==> src/rtl/ahb2apb_bridge.sv <==
// ============================================================================
// ahb2apb_bridge
// ----------------------------------------------------------------------------
// Single-slave AHB-Lite to APB3 bridge. It handles one AHB NONSEQ/SEQ
// transfer at a time and turns it into an APB SETUP/ACCESS sequence. AHB is
// held off with hready_out until the APB side finishes.
//
// The AHB side moves on every sys_clk edge. The APB side moves only on
// sys_clk edges where pclk_en (from clock_div) is high. The APB signals are
// therefore synchronous to the divided pclk without needing a second clock.
//
// Handshake summary:
//   AHB: a transfer is accepted on an edge where
//        hsel & hready_in & htrans[1] holds and the bridge is in an
//        address-phase-capable state (IDLE, DONE, ERR2).
//        hwdata is taken in the following cycle, which is the data phase.
//        hready_out=0 stretches the data phase. An error is signalled by the
//        two-cycle pattern hresp=1/hready_out=0, then hresp=1/hready_out=1.
//   APB: psel rises on a pclk_en edge (SETUP). penable rises on the next
//        pclk_en edge (ACCESS). pready/pslverr are sampled only on pclk_en
//        edges while in ACCESS.
//
// Ports:
//   sys_clk     in   system clock, all flops on rising edge
//   rst_n       in   synchronous active-low reset
//   pclk_en     in   one-cycle APB enable strobe
//   hsel        in   AHB slave select
//   haddr       in   AHB address (address phase)
//   htrans      in   AHB transfer type, bit1=1 -> NONSEQ/SEQ
//   hwrite      in   AHB direction, 1=write
//   hwdata      in   AHB write data (data phase)
//   hready_in   in   bus HREADY
//   hready_out  out  slave ready / data-phase end
//   hresp       out  0=OKAY, 1=ERROR
//   hrdata      out  AHB read data
//   paddr       out  APB address
//   psel        out  APB select
//   penable     out  APB enable
//   pwrite      out  APB direction
//   pwdata      out  APB write data
//   prdata      in   APB read data
//   pready      in   APB ready
//   pslverr     in   APB slave error
//   state_dbg   out  current FSM state, for debug/observation only
// ============================================================================
module ahb2apb_bridge #(
    parameter int ADDR_WIDTH = 16,
    parameter int DATA_WIDTH = 32
) (
    input  logic                  sys_clk,
    input  logic                  rst_n,
    input  logic                  pclk_en,
    input  logic                  hsel,
    input  logic [31:0]           haddr,
    input  logic [1:0]            htrans,
    input  logic                  hwrite,
    input  logic [DATA_WIDTH-1:0] hwdata,
    input  logic                  hready_in,
    output logic                  hready_out,
    output logic                  hresp,
    output logic [DATA_WIDTH-1:0] hrdata,
    output logic [ADDR_WIDTH-1:0] paddr,
    output logic                  psel,
    output logic                  penable,
    output logic                  pwrite,
    output logic [DATA_WIDTH-1:0] pwdata,
    input  logic [DATA_WIDTH-1:0] prdata,
    input  logic                  pready,
    input  logic                  pslverr,
    output logic [2:0]            state_dbg
);

    // ------------------------------------------------------------------------
    // FSM encoding
    // ------------------------------------------------------------------------
    localparam logic [2:0] S_IDLE   = 3'd0;
    localparam logic [2:0] S_PEND   = 3'd1;  // accepted, waiting for a pclk_en edge
    localparam logic [2:0] S_SETUP  = 3'd2;  // psel=1, penable=0
    localparam logic [2:0] S_ACCESS = 3'd3;  // psel=1, penable=1, waiting for pready
    localparam logic [2:0] S_DONE   = 3'd4;  // OKAY response cycle
    localparam logic [2:0] S_ERR1   = 3'd5;  // first error cycle, hready_out=0
    localparam logic [2:0] S_ERR2   = 3'd6;  // second error cycle, hready_out=1

    logic [2:0]            state;
    logic [ADDR_WIDTH-1:0] addr_q;      // address captured in the AHB address phase
    logic                  write_q;     // direction captured in the AHB address phase
    logic                  data_phase;  // high during the first PEND cycle only
    logic                  addr_phase_ok;
    logic                  accept;

    // Only the low ADDR_WIDTH address bits reach APB. The upper bits are
    // reduced into a deliberately unused net.
    if (ADDR_WIDTH < 32) begin : g_unused_haddr
        logic unused_haddr_bits;
        assign unused_haddr_bits = ^haddr[31:ADDR_WIDTH];
    end

    // A new address phase can only be taken while hready_out is high, which
    // is exactly the IDLE, DONE and ERR2 states.
    always_comb begin
        addr_phase_ok = 1'b0;
        case (state)
            S_IDLE, S_DONE, S_ERR2: addr_phase_ok = 1'b1;
            default:                addr_phase_ok = 1'b0;
        endcase
    end

    assign accept = addr_phase_ok & hsel & hready_in & htrans[1];

    // AHB response outputs are a pure decode of the registered state.
    always_comb begin
        hready_out = 1'b1;
        hresp      = 1'b0;
        case (state)
            S_PEND, S_SETUP, S_ACCESS: begin
                hready_out = 1'b0;
                hresp      = 1'b0;
            end
            S_ERR1: begin
                hready_out = 1'b0;
                hresp      = 1'b1;
            end
            S_ERR2: begin
                hready_out = 1'b1;
                hresp      = 1'b1;
            end
            default: begin
                hready_out = 1'b1;
                hresp      = 1'b0;
            end
        endcase
    end

    assign state_dbg = state;

    // ------------------------------------------------------------------------
    // Main sequential block
    // ------------------------------------------------------------------------
    always_ff @(posedge sys_clk) begin
        if (!rst_n) begin
            // A reset mid-transfer drops psel/penable at once and gives no
            // AHB response.
            state      <= S_IDLE;
            addr_q     <= '0;
            write_q    <= 1'b0;
            data_phase <= 1'b0;
            hrdata     <= '0;
            paddr      <= '0;
            psel       <= 1'b0;
            penable    <= 1'b0;
            pwrite     <= 1'b0;
            pwdata     <= '0;
        end else begin
            data_phase <= 1'b0;
            case (state)
                S_IDLE, S_DONE, S_ERR2: begin
                    if (accept) begin
                        state      <= S_PEND;
                        addr_q     <= haddr[ADDR_WIDTH-1:0];
                        write_q    <= hwrite;
                        data_phase <= 1'b1;
                    end else begin
                        state <= S_IDLE;
                    end
                end

                S_PEND: begin
                    // hwdata is valid only in the cycle after the address
                    // phase, so it is captured at the end of the first PEND
                    // cycle whether or not a strobe arrives. Reads leave
                    // pwdata untouched.
                    if (data_phase && write_q) begin
                        pwdata <= hwdata;
                    end
                    if (pclk_en) begin
                        state  <= S_SETUP;
                        psel   <= 1'b1;
                        paddr  <= addr_q;
                        pwrite <= write_q;
                    end
                end

                S_SETUP: begin
                    if (pclk_en) begin
                        state   <= S_ACCESS;
                        penable <= 1'b1;
                    end
                end

                S_ACCESS: begin
                    // Between strobes pready/pslverr are not meaningful, so
                    // they are ignored.
                    if (pclk_en && pready) begin
                        psel    <= 1'b0;
                        penable <= 1'b0;
                        if (pslverr) begin
                            state <= S_ERR1;
                        end else begin
                            state <= S_DONE;
                            if (!write_q) begin
                                hrdata <= prdata;
                            end
                        end
                    end
                end

                S_ERR1: begin
                    state <= S_ERR2;
                end

                default: begin
                    state <= S_IDLE;
                end
            endcase
        end
    end

endmodule

==> config.mk <==
export PLATFORM = sky130hd
export DESIGN_NAME = ahb2apb_bridge
export DESIGN_NICKNAME = d
export VERILOG_FILES = /design/src/rtl/ahb2apb_bridge.sv
export SDC_FILE = /design/constraint.sdc
export NUM_CORES = 1
export LEC_CHECK = 0
export ABC_CLOCK_PERIOD_IN_PS = 1430
export BUFFER_PORTS_ARGS = -buffer_cell sky130_fd_sc_hd__buf_2
export CAP_MARGIN = 10
export CORE_ASPECT_RATIO = 1.4
export CORE_MARGIN = 2
export CORE_UTILIZATION = 49
export CTS_BUF_LIST = sky130_fd_sc_hd__clkbuf_2 sky130_fd_sc_hd__clkbuf_4 sky130_fd_sc_hd__clkbuf_8
export CTS_CLUSTER_DIAMETER = 200
export DETAILED_ROUTE_END_ITERATION = 10
export GPL_ROUTABILITY_DRIVEN = 0
export PLACE_DENSITY = 0.82
export SYNTH_ARGS = -nofsm -noshare
export SYNTH_HDL_FRONTEND = slang
export SYNTH_SLANG_ARGS = --single-unit
==> constraint.sdc <==
create_clock -name sys_clk -period 1.43 [get_ports sys_clk]
set_input_delay 0.2145 -clock sys_clk [delete_from_list [all_inputs] [get_ports sys_clk]]
set_output_delay 0.2145 -clock sys_clk [all_outputs]
set_load 0.1 [all_outputs]
Yosys cells after proc, flatten, opt, wreduce, memory -nomap -nowiden
Cells that the tools add are included.
{"block": "totals", "wordCells": 54, "out_inout_bits": 88, "inputBits": 106, "register_bits": 104}
{"block": "classes", "bitwise": 5, "eq_ne": 9, "reduce_logical": 16, "muxes": 14}
{"op": "$pmux 3 s5", "n": 1}
{"op": "$eq 3x3->1 const B", "n": 3}
{"op": "$mux 3", "n": 3}
{"op": "$reduce_and 3->1", "n": 3}
{"op": "$mux 1", "n": 8}
{"op": "$reduce_and 2->1", "n": 4}
{"op": "$eq 3x2->1 const B", "n": 2}
{"op": "$ne 2x2->1 const B", "n": 3}
{"op": "$pmux 1 s2", "n": 2}
{"op": "$reduce_and 4->1", "n": 1}
{"op": "$reduce_bool 2->1", "n": 2}
{"op": "$reduce_or 4->1", "n": 1}
{"op": "$and 1x1->1", "n": 3}
{"op": "$eq 3x1->1 const B", "n": 1}
{"op": "$logic_not 3->1", "n": 1}
{"op": "$reduce_or 3->1", "n": 1}
{"op": "$logic_and 1x1->1", "n": 2}
{"op": "$not 1->1", "n": 2}
{"op": "$reduce_or 2->1", "n": 1}

Logic depth before layout (Yosys ltp)
Gate-level depths: netlist of the first run.
{"block": "logic_depth", "depth_word": 8, "ltp_mapped": 6, "ltp_nobuf": 3}

Worst setup path before layout of the first run
OpenSTA, ideal clock, no wires.
{"block": "synth_path", "path_kind": "register to output", "startpoint": "register state[2] (netlist: state_dbg[2])", "endpoint": "output port hready_out", "n_path_buf": 1, "arrival_time_ps": 2623, "slack_ps": -1407, "path_stages_with_launch": 4, "t_required_ps": 1216, "cell_sequence": "dfxtp_1 nor2b_1 clkbuf_1 nor2_1"}
{"block": "synth_via", "elab_chain_len": 3, "word_cells_on_any_way": 6, "classes_between": "eq/ne (4); mux (1); reduce/logical (1)"}
{"element": "start, declared", "line_no": "84", "rtl": "logic [2:0] state;"}
{"element": "start signal, assigned", "line_no": "143", "rtl": "state <= S_IDLE;"}
{"element": "start signal, assigned", "line_no": "158", "rtl": "state <= S_PEND;"}
{"element": "start signal, assigned", "line_no": "163", "rtl": "state <= S_IDLE;"}
{"element": "$eq 3x2->1 (tied with other cells)", "line_no": "114", "rtl": "case (state)"}
{"element": "$reduce_or 4->1 (no line) *"}
{"element": "$mux 1 *", "line_no": "114"}
{"element": "end, declared", "line_no": "59", "rtl": "output logic hready_out,"}
Every way passes the cells marked *; elsewhere a longest branch is shown, timed or not.

Worst setup path after layout of the first run
{"block": "layout_path", "startpoint": "register state[0] (netlist: state_dbg[0])", "endpoint": "output port hresp"}
{"block": "layout_via", "elab_chain_len": 3, "word_cells_on_any_way": 4, "classes_between": "eq/ne (2); mux (1); reduce/logical (1)"}
{"element": "$eq 3x3->1", "line_no": "114"}
{"element": "$reduce_or 2->1 (no line) *"}
{"element": "$mux 1 *", "line_no": "114"}
{"element": "end, declared", "line_no": "60", "rtl": "output logic hresp,"}
Marked as above.

==> metrics.md, run 1 <==
| Metric | Value |
|---|---|
| Antenna violations before repair | `0` |
| CP endpoint kind | `output pin` |
| Data arrival time at the worst-slack endpoint | `1.31 ns` |
| Skew final | `0.009343 ns` |
| Dominant synthesized flop cell | `dfxtp_1` |
| Reg2Reg Depth | `5` |
| Reg-to-reg critical path startpoint | `state_dbg[2]` |
| Syn Nets | `593` |
| # clock sinks | `104` |
| DPL Wire Length | `7850 µm` |
| Seq cells post-synth | `104` |
| Post-synth ARST share | `0` |
| Yosys top cell by area | `dfxtp_1` |
| Worst Setup EP | `hresp` |
| Initial Util | `0.5033` |
| Final setup fails | `1` |
| Synth Cell Area | `4333 µm²` |
| Root Driver | `clkbuf_8` |
| Cell family with most CP delay | `flip-flops` |
| Hold WS | `0.08286 ns` |
| Crit path depth | `4` |
| CTS tree | `yes` |
| Yosys top cell area share | `0.4805` |
| Fin crit share | `1.064` |
| Pre-Repair DR Iteration Count | `4` |
| Total CTS buffers | `9` |
| Longest Clk Path Bufs | `2` |
| CP max stage delay | `0.37 ns` |
| Setup crit start kind | `flop` |
| Yosys warns | `0` |
| Synth area leaders | `dfxtp_1 48%, a21boi_1 14%, o21ai_0 9.5%, nand3_1 9.4%, a21boi_0 3.6%` |
| Accumulated negative setup slack | `-0.09108 ns` |
| Clock latency on the worst-skew pair | `0.37 ns` |
| Total Routing Usage GR | `0.2325` |
| ANT cells | `0` |
| Final Power | `0.005776 W` |
| Die ar. | `9622 µm²` |
| Via density | `5.562` |
| Die Ht | `115.3 µm` |
| Max frequency | `657.4 MHz` |
| Slew Limit Headroom | `0.6612` |
| Required time worst endpoint | `1.22 ns` |
| Worst path slowest cell | `dfxtp_4` |
| Crit path cell chain | `buf_8 > nor2b_4 > o21a_4 > buf_12` |
| H-Tree Depth | `3` |
| Worst Setup SP | `state_dbg[0]` |
| PwrDens | `962.6 nW/µm²` |
| Nets | `767` |
| Critical R2R Capture | `hrdata[14]` |
| Non-Filler Instances | `771` |
| Routed vias | `4288` |
| First-pass GRT wire length | `18240 µm` |
| RSZ-0062 raised after global routing | `true` |
| Hold_buf cts | `0` |
| Worst hold path class | `in2reg` |
| Post-DRT Antenna Nets | `0` |
| IO Pins | `194` |
| FF-to-FF setup slack | `0.01 ns` |
| Syn_area_per_cell | `8.897 µm²` |
| Placed instance count | `738` |
| Worst Path Buf+Inv | `2` |
| DRC | `0` |
| Via count of the first global-routing pass | `3976` |
| Commonest cells in the netlist | `104 x dfxtp_1, 82 x o21ai_0, 81 x nand3_1` |
| Iter 0 DRT Violations | `263` |
| GRT overflow | `0` |
| Worst Tran Pin Value | `0.5118 ns` |
| CP Class | `reg2out` |
| Slew Viols, Final | `0` |
| Post-synth cell types | `33` |
| Most frequent cell after synthesis | `dfxtp_1` |
| Setup ws final | `-0.09108 ns` |
| Post-route minimum period | `1.521 ns` |
| Leakage power | `2.504 nW` |
| Fraction of layout cells with a size suffix above 1 | `0.3994` |
| Post-Syn Instances | `487` |
| Clock-pin slew on the worst setup and hold paths | `0.09 ns` |
| Failing checks | `negative setup slack` |
| Status | `finished, violations left` |
| Register area share after synthesis | `0.4805` |
| EDFF count, synth | `0` |
| IO buf count | `176` |
| Drt wl/cell | `16.06 µm` |
| Rows | `40` |
| Fin. Hold Viols | `0` |
| Max Fanout on Critical Path | `5` |
| Syn-to-layout area delta | `38.49%` |
| Die width | `83.48 µm` |
| Total routed wirelength | `12380 µm` |
| Peak supply drop | `0.0009207 V` |
| Core area | `8608 µm²` |
| Largest net degree at the start of global routing | `47` |
| Max_cap viols | `0` |
## power by group
part	internal (W)	switching [W]	total, W
Clock	0.00117	0.000962	0.00213
Combinational	0.000314	0.000390	0.000704
Sequential	0.00292	0.0000211	0.00294
## stage by stage
stage	worst slack, ns	util	instance area (µm²)
finish	-0.09108	0.6971	6001
global route	-0.1297	0.6971	6001
CTS	-0.09034	0.6722	5787
detailed placement	0.04422	0.6375	5488
global placement	0.1066	0.6375	5488
floorplan	-0.04992	-	4456
## layout make-up
| class | count | area, µm² |
|---|---|---|
| timing repair buffer | 211 | 1405 |
| inverter | 1 | 3.754 |
| multi-input combinational | 334 | 2126 |
| clock buffer | 14 | 180.2 |
| tap | 105 | 131.4 |
| sequential | 104 | 2095 |
| clock inverter | 2 | 60.06 |
| fill | 691 | 2608 |
## layout by cell type, fill, tap and decap left out, types with 5 or more instances in the layout
master    count
buf_2       170
dfxtp_1     100
a21boi_1     82
nand3_1      77
o21ai_0      40
o21ai_1      39
nand2_1      28
buf_4        19
a21boi_0     16
buf_12       14
clkbuf_8     12
nand2_2      10
or3b_4        5
## flip-flops by register name (all words and copies together) (netlist names)
| register | flops |
|---|---|
| penable | 1 |
| write_q | 1 |
| hrdata | 32 |
| pwdata | 32 |
| addr_q | 16 |
| data_phase | 1 |
| paddr | 16 |
| pwrite | 1 |
| state_dbg | 3 |
| psel | 1 |
## worst min-delay path by stage
| stage | startpoint | to | slack, ns | cells past startpoint |
|---|---|---|---|---|
| final | prdata[5] | hrdata[5] | 0.08 | 3 |
| after detailed placement | paddr[0] | paddr[0] | 0.44 | 2 |
| after CTS | prdata[10] | hrdata[10] | 0.07 | 3 |
| after global placement | paddr[3] | paddr[3] | 0.44 | 2 |
| after floorplan | haddr[10] | addr_q[10] | 0.36 | 2 |
| after global routing | hwdata[22] | pwdata[22] | 0.07 | 3 |
## worst register-to-register path, cell delays in order, from the launching register on
cell and delay, ns:
dfxtp_4 0.39, buf_6 0.13, and4b_4 0.40, clkbuf_16 0.19, nand3_2 0.08, a21boi_1 0.17
## what timing repair did
action	in CTS	in global routing
gates cloned	0	7
gates resized for setup	15	35
endpoints found under the hold margin	0	0
endpoints found under the setup margin	2	63
pin swaps	2	12
setup buffers	7	4
## per-layer routing
layer	GRT usage	part of all wire	vias up
met1	0.2604	0.39	2026
met2	0.4145	0.52	155
met5	0	0	-
met4	0.1086	0.027	0
li1	-	-	2077
met3	0.06030	0.063	30
## logic make-up after synthesis
group	synth area share
buffers and inverters	0.06468
flip-flops	0.4805
AO/OA/AOI/OAI	0.2821
AND/OR/NAND/NOR	0.1727
Note: power is estimated with default switching activity, not from simulation.
==> inputs of run 2 (changes only) <==
SKIP_LAST_GASP = 1   (was unset)
==> metrics.md, run 2 (same netlist as run 1, synthesis figures left out) <==
| Metric | Value |
|---|---|
| Status | `finished, violations left` |
| Failing checks | `negative setup slack` |
| Fin crit share | `1.058` |
| Syn-to-layout area delta | `38.41%` |
| Required time worst endpoint | `1.22 ns` |
| Final setup fails | `1` |
| HP Start | `prdata[29]` |
| Most frequent cells in the layout | `170 x buf_2, 100 x dfxtp_1, 81 x a21boi_1` |
| Leakage power | `2.505 nW` |
| Longest Clk Path Bufs | `2` |
| DPL Wire Length | `7850 µm` |
| Max Fanout on Critical Path | `5` |
| Rows | `40` |
| Post-DRT Antenna Nets | `0` |
| Setup ws final | `-0.08331 ns` |
| Die width | `83.48 µm` |
| DRC | `0` |
| FILL cells | `694` |
| Total routed wirelength | `12330 µm` |
| Worst Setup SP | `state_dbg[0]` |
| # clock sinks | `104` |
| PwrDens | `963.7 nW/µm²` |
| Slew Limit Headroom | `0.6606` |
| Peak supply drop | `0.0009232 V` |
| IO buf count | `176` |
| H-Tree Depth | `3` |
| ANT cells | `0` |
| Core area | `8608 µm²` |
| Total Routing Usage GR | `0.2322` |
| Slew Viols, Final | `0` |
| CP endpoint kind | `output pin` |
| Via density | `5.611` |
| Accumulated negative setup slack | `-0.08331 ns` |
| Largest net degree at the start of global routing | `47` |
| Die ar. | `9622 µm²` |
| Initial Util | `0.5033` |
| Max_cap viols | `0` |
| Max frequency | `660.8 MHz` |
| Clock-pin slew on the worst setup and hold paths | `0.10 ns` |
| Die Ht | `115.3 µm` |
| Final Power | `0.005779 W` |
| Reg-to-reg critical path startpoint | `state_dbg[2]` |
| Via count of the first global-routing pass | `3990` |
| Leading cell type in the layout, fill and taps excluded | `buf_2` |
| Top flop regs | `hrdata (32), pwdata (32)` |
| Setup crit start kind | `flop` |
| First-pass GRT wire length | `18240 µm` |
| Total CTS buffers | `9` |
| IO Pins | `194` |
| Nets | `767` |
| Data arrival time at the worst-slack endpoint | `1.30 ns` |
| Iter 0 DRT Violations | `290` |
| Fraction of layout cells with a size suffix above 1 | `0.3949` |
| Worst hold path class | `in2reg` |
| RSZ-0062 raised after global routing | `true` |
| Fin. Hold Viols | `0` |
| GRT overflow | `0` |
| Antenna violations before repair | `0` |
| Skew final | `0.009630 ns` |
| Drt wl/cell | `15.99 µm` |
| Post-route minimum period | `1.513 ns` |
| Root Driver | `clkbuf_8` |
| CTS tree | `yes` |
| CP Class | `reg2out` |
| Pre-Repair DR Iteration Count | `5` |
| Hold_buf cts | `0` |
| Worst Tran Pin Value | `0.5126 ns` |
| Routed vias | `4326` |
| Clock latency on the worst-skew pair | `0.37 ns` |
## run 2: stage by stage
step / setup WS [ns] / hold slack, ns / area [µm²] / util / std cells
6_report: -0.08331 / 0.08066 / 5997 / 0.6967 / 771
5_1_grt: -0.1278 / 0.06925 / 5997 / 0.6967 / 771
4_1_cts: -0.09034 / 0.07102 / 5786 / 0.6721 / 760
3_5_place_dp: 0.04422 / 0.4444 / 5488 / 0.6375 / 738
3_3_place_gp: 0.1066 / 0.4398 / 5488 / 0.6375 / 738
2_1_floorplan: -0.04992 / 0.3611 / 4456 / - / 487
## run 2: final timing paths
kind,to,slack (ns),cells past startpoint
min,hrdata[29],0.08,3
min reg2reg,paddr[3],0.46,2
max,hresp,-0.08,4
max reg2reg,hrdata[15],0.03,5
## run 2: power breakdown
group	leakage [nW]	switching (W)	internal, W
combinational	1.54	0.000387	0.000317
clock	0.124	0.000964	0.00117
sequential	0.841	0.0000213	0.00292
## run 2: layout make-up
cell class,count,area [µm²],share of cell area
clock buffer,14,180.2,0.03004
sequential,104,2095,0.3493
multi-input combinational,334,2115,0.3526
inverter,1,3.754,0.0006259
clock inverter,2,60.06,0.01001
timing repair buffer,211,1413,0.2356
tap,105,131.4,0.02191
## run 2: critical path, cell delays in order (launching register included)
cell and delay, ns:
dfxtp_4 0.37, buf_8 0.13, nor2b_4 0.11, o21a_4 0.14
buf_12 0.17
## run 2: timing repair
action,CTS,global route
setup endpoints to repair,2,70
buffers inserted,7,4
pin swaps,1,8
gates cloned,0,7
gates resized for setup,3,27
## run 2: per-layer routing
layer	vias up	part of all wire	track usage
met2	186	0.52	0.4172
met4	0	0.028	0.1054
met5	-	0	0
met3	31	0.069	0.06030
met1	2035	0.38	0.2586
li1	2074	-	-
==> inputs of run 3 (changes only) <==
CORE_UTILIZATION = 47   (was 49)
CTS_BUF_LIST = unset   (was sky130_fd_sc_hd__clkbuf_2 sky130_fd_sc_hd__clkbuf_4 sky130_fd_sc_hd__clkbuf_8)
GPL_TIMING_DRIVEN = 0   (was unset)
PLACE_DENSITY = 0.79   (was 0.82)
==> metrics.md, run 3 (same netlist as run 1, synthesis figures left out) <==
| Metric | Value |
|---|---|
| IO buf count | `175` |
| Die Ht | `117.6 µm` |
| Final Power | `0.006036 W` |
| GRT busiest layer | `met2` |
| Clock latency on the worst-skew pair | `0.33 ns` |
| Worst Tran Pin Value | `0.5257 ns` |
| ANT cells | `0` |
| Via count of the first global-routing pass | `4225` |
| FF-to-FF setup slack | `-0.07 ns` |
| Rows | `41` |
| Placed instance count | `769` |
| Max frequency | `657.7 MHz` |
| Pre-Repair DR Iteration Count | `4` |
| Fraction of layout cells with a size suffix above 1 | `0.4049` |
| Top flop regs | `hrdata (32), pwdata (32)` |
| Post-DRT Antenna Nets | `0` |
| GR Util met3 | `0.05540` |
| Skew final | `0.006345 ns` |
| Final setup fails | `35` |
| Drt wl/cell | `15.63 µm` |
| Routed vias | `4386` |
| Non-Filler Instances | `801` |
| Antenna violations before repair | `0` |
| Total CTS buffers | `9` |
| Initial Util | `0.4826` |
| Setup ws final | `-0.09050 ns` |
| Die width | `85.15 µm` |
| RSZ-0062 raised after global routing | `true` |
| Most frequent cells in the layout | `174 x buf_2, 100 x dfxtp_1, 80 x nand3_1` |
| Leading cell type in the layout, fill and taps excluded | `buf_2` |
| Failing checks | `negative setup slack` |
| Crit path cell chain | `buf_8 > nor2b_4 > o21a_4 > buf_12` |
| H-Tree Depth | `3` |
| Final Instance Area | `6157 µm²` |
| CP max stage delay | `0.36 ns` |
| Cell family with most CP delay | `flip-flops` |
| Root Driver | `clkbuf_16` |
| First-pass GRT wire length | `19560 µm` |
| Via density | `5.476` |
| Fin crit share | `1.063` |
| # clock sinks | `104` |
| Area after DPL | `5465 µm²` |
| CTS tree | `yes` |
| Status | `finished, violations left` |
| Worst Path Buf+Inv | `2` |
| Leakage power | `2.614 nW` |
| Worst path slowest cell | `dfxtp_4` |
| Hold_buf cts | `0` |
| Peak supply drop | `0.0006782 V` |
| Nets | `796` |
| Met1 global-route usage | `0.2780` |
| IO Pins | `194` |
| Total routed wirelength | `12520 µm` |
| Hold WS | `0.1253 ns` |
| Slew Limit Headroom | `0.6495` |
| Max Fanout on Critical Path | `4` |
| Clock-pin slew on the worst setup and hold paths | `0.07 ns` |
| Largest net degree at the start of global routing | `16` |
| PwrDens | `980.4 nW/µm²` |
| Fin. Hold Viols | `0` |
| DRC | `0` |
| Required time worst endpoint | `1.22 ns` |
| Setup crit start kind | `flop` |
| Total Routing Usage GR | `0.2384` |
| Max_cap viols | `0` |
| Worst hold path class | `in2reg` |
| Longest Clk Path Bufs | `2` |
| Slew Viols, Final | `0` |
| CP endpoint kind | `output pin` |
| GRT overflow | `0` |
| Syn-to-layout area delta | `42.10%` |
| CP Class | `reg2out` |
| DPL Wire Length | `8998 µm` |
| Die ar. | `10010 µm²` |
| Met2 GRT Util | `0.4121` |
| Iter 0 DRT Violations | `157` |
| FILL cells | `718` |
| Post-route minimum period | `1.521 ns` |
| Post-Place Worst Slack | `-0.1074 ns` |
| Core area | `8977 µm²` |
| Data arrival time at the worst-slack endpoint | `1.31 ns` |
==> run 3: routing by layer <==
layer	vias up	routed length [µm]
li1	2134	-
met1	2065	4890
met2	161	6564
met3	26	768
met4	0	299
met5	-	0
==> run 3: worst paths after layout <==
path,startpoint,cells past startpoint,to
min,prdata[14],3,hrdata[14]
min reg2reg,paddr[2],2,paddr[2]
max reg2reg,state_dbg[0],5,pwdata[22]
max,state_dbg[1],4,hresp
==> run 3: area by class of cell <==
type,count,area (µm²),share of cell area
Buffer,48,415.4,0.06747
Clock buffer,13,271.5,0.04410
Clock inverter,2,12.51,0.002032
Inverter,1,3.754,0.0006096
Multi-Input combinational cell,332,2103,0.3416
Sequential cell,104,2095,0.3402
Tap cell,107,133.9,0.02174
Timing Repair Buffer,194,1122,0.1823
==> run 3: where the power goes <==
| group | leakage, nW | internal (W) | switching [W] |
|---|---|---|---|
| registers | 0.841 | 0.00292 | 0.0000182 |
| logic | 1.64 | 0.000362 | 0.000415 |
| clock network | 0.137 | 0.00132 | 0.000998 |
| total | 2.61 | 0.00461 | 0.00143 |
==> run 3: metrics by stage <==
step | TNS (ns) | utilization
floorplan | -2.353 | -
global placement | -0.5380 | 0.6088
detailed placement | -2.137 | 0.6088
CTS | -1.449 | 0.6630
global route | -3.218 | 0.6859
finish | -1.047 | 0.6859
==> run 3: worst min-delay path, stage by stage <==
cell      delay (ns)
buf_2           0.10
nand3_1         0.05
a21boi_1        0.05
==> run 3: timing repair <==
| action | 4_1_cts | 5_1_grt |
|---|---|---|
| gates cloned | 3 | 4 |
| resized for setup | 40 | 76 |
| pin swaps | 4 | 10 |
| setup endpoints to repair | 42 | 85 |
| buffers inserted | 11 | 2 |
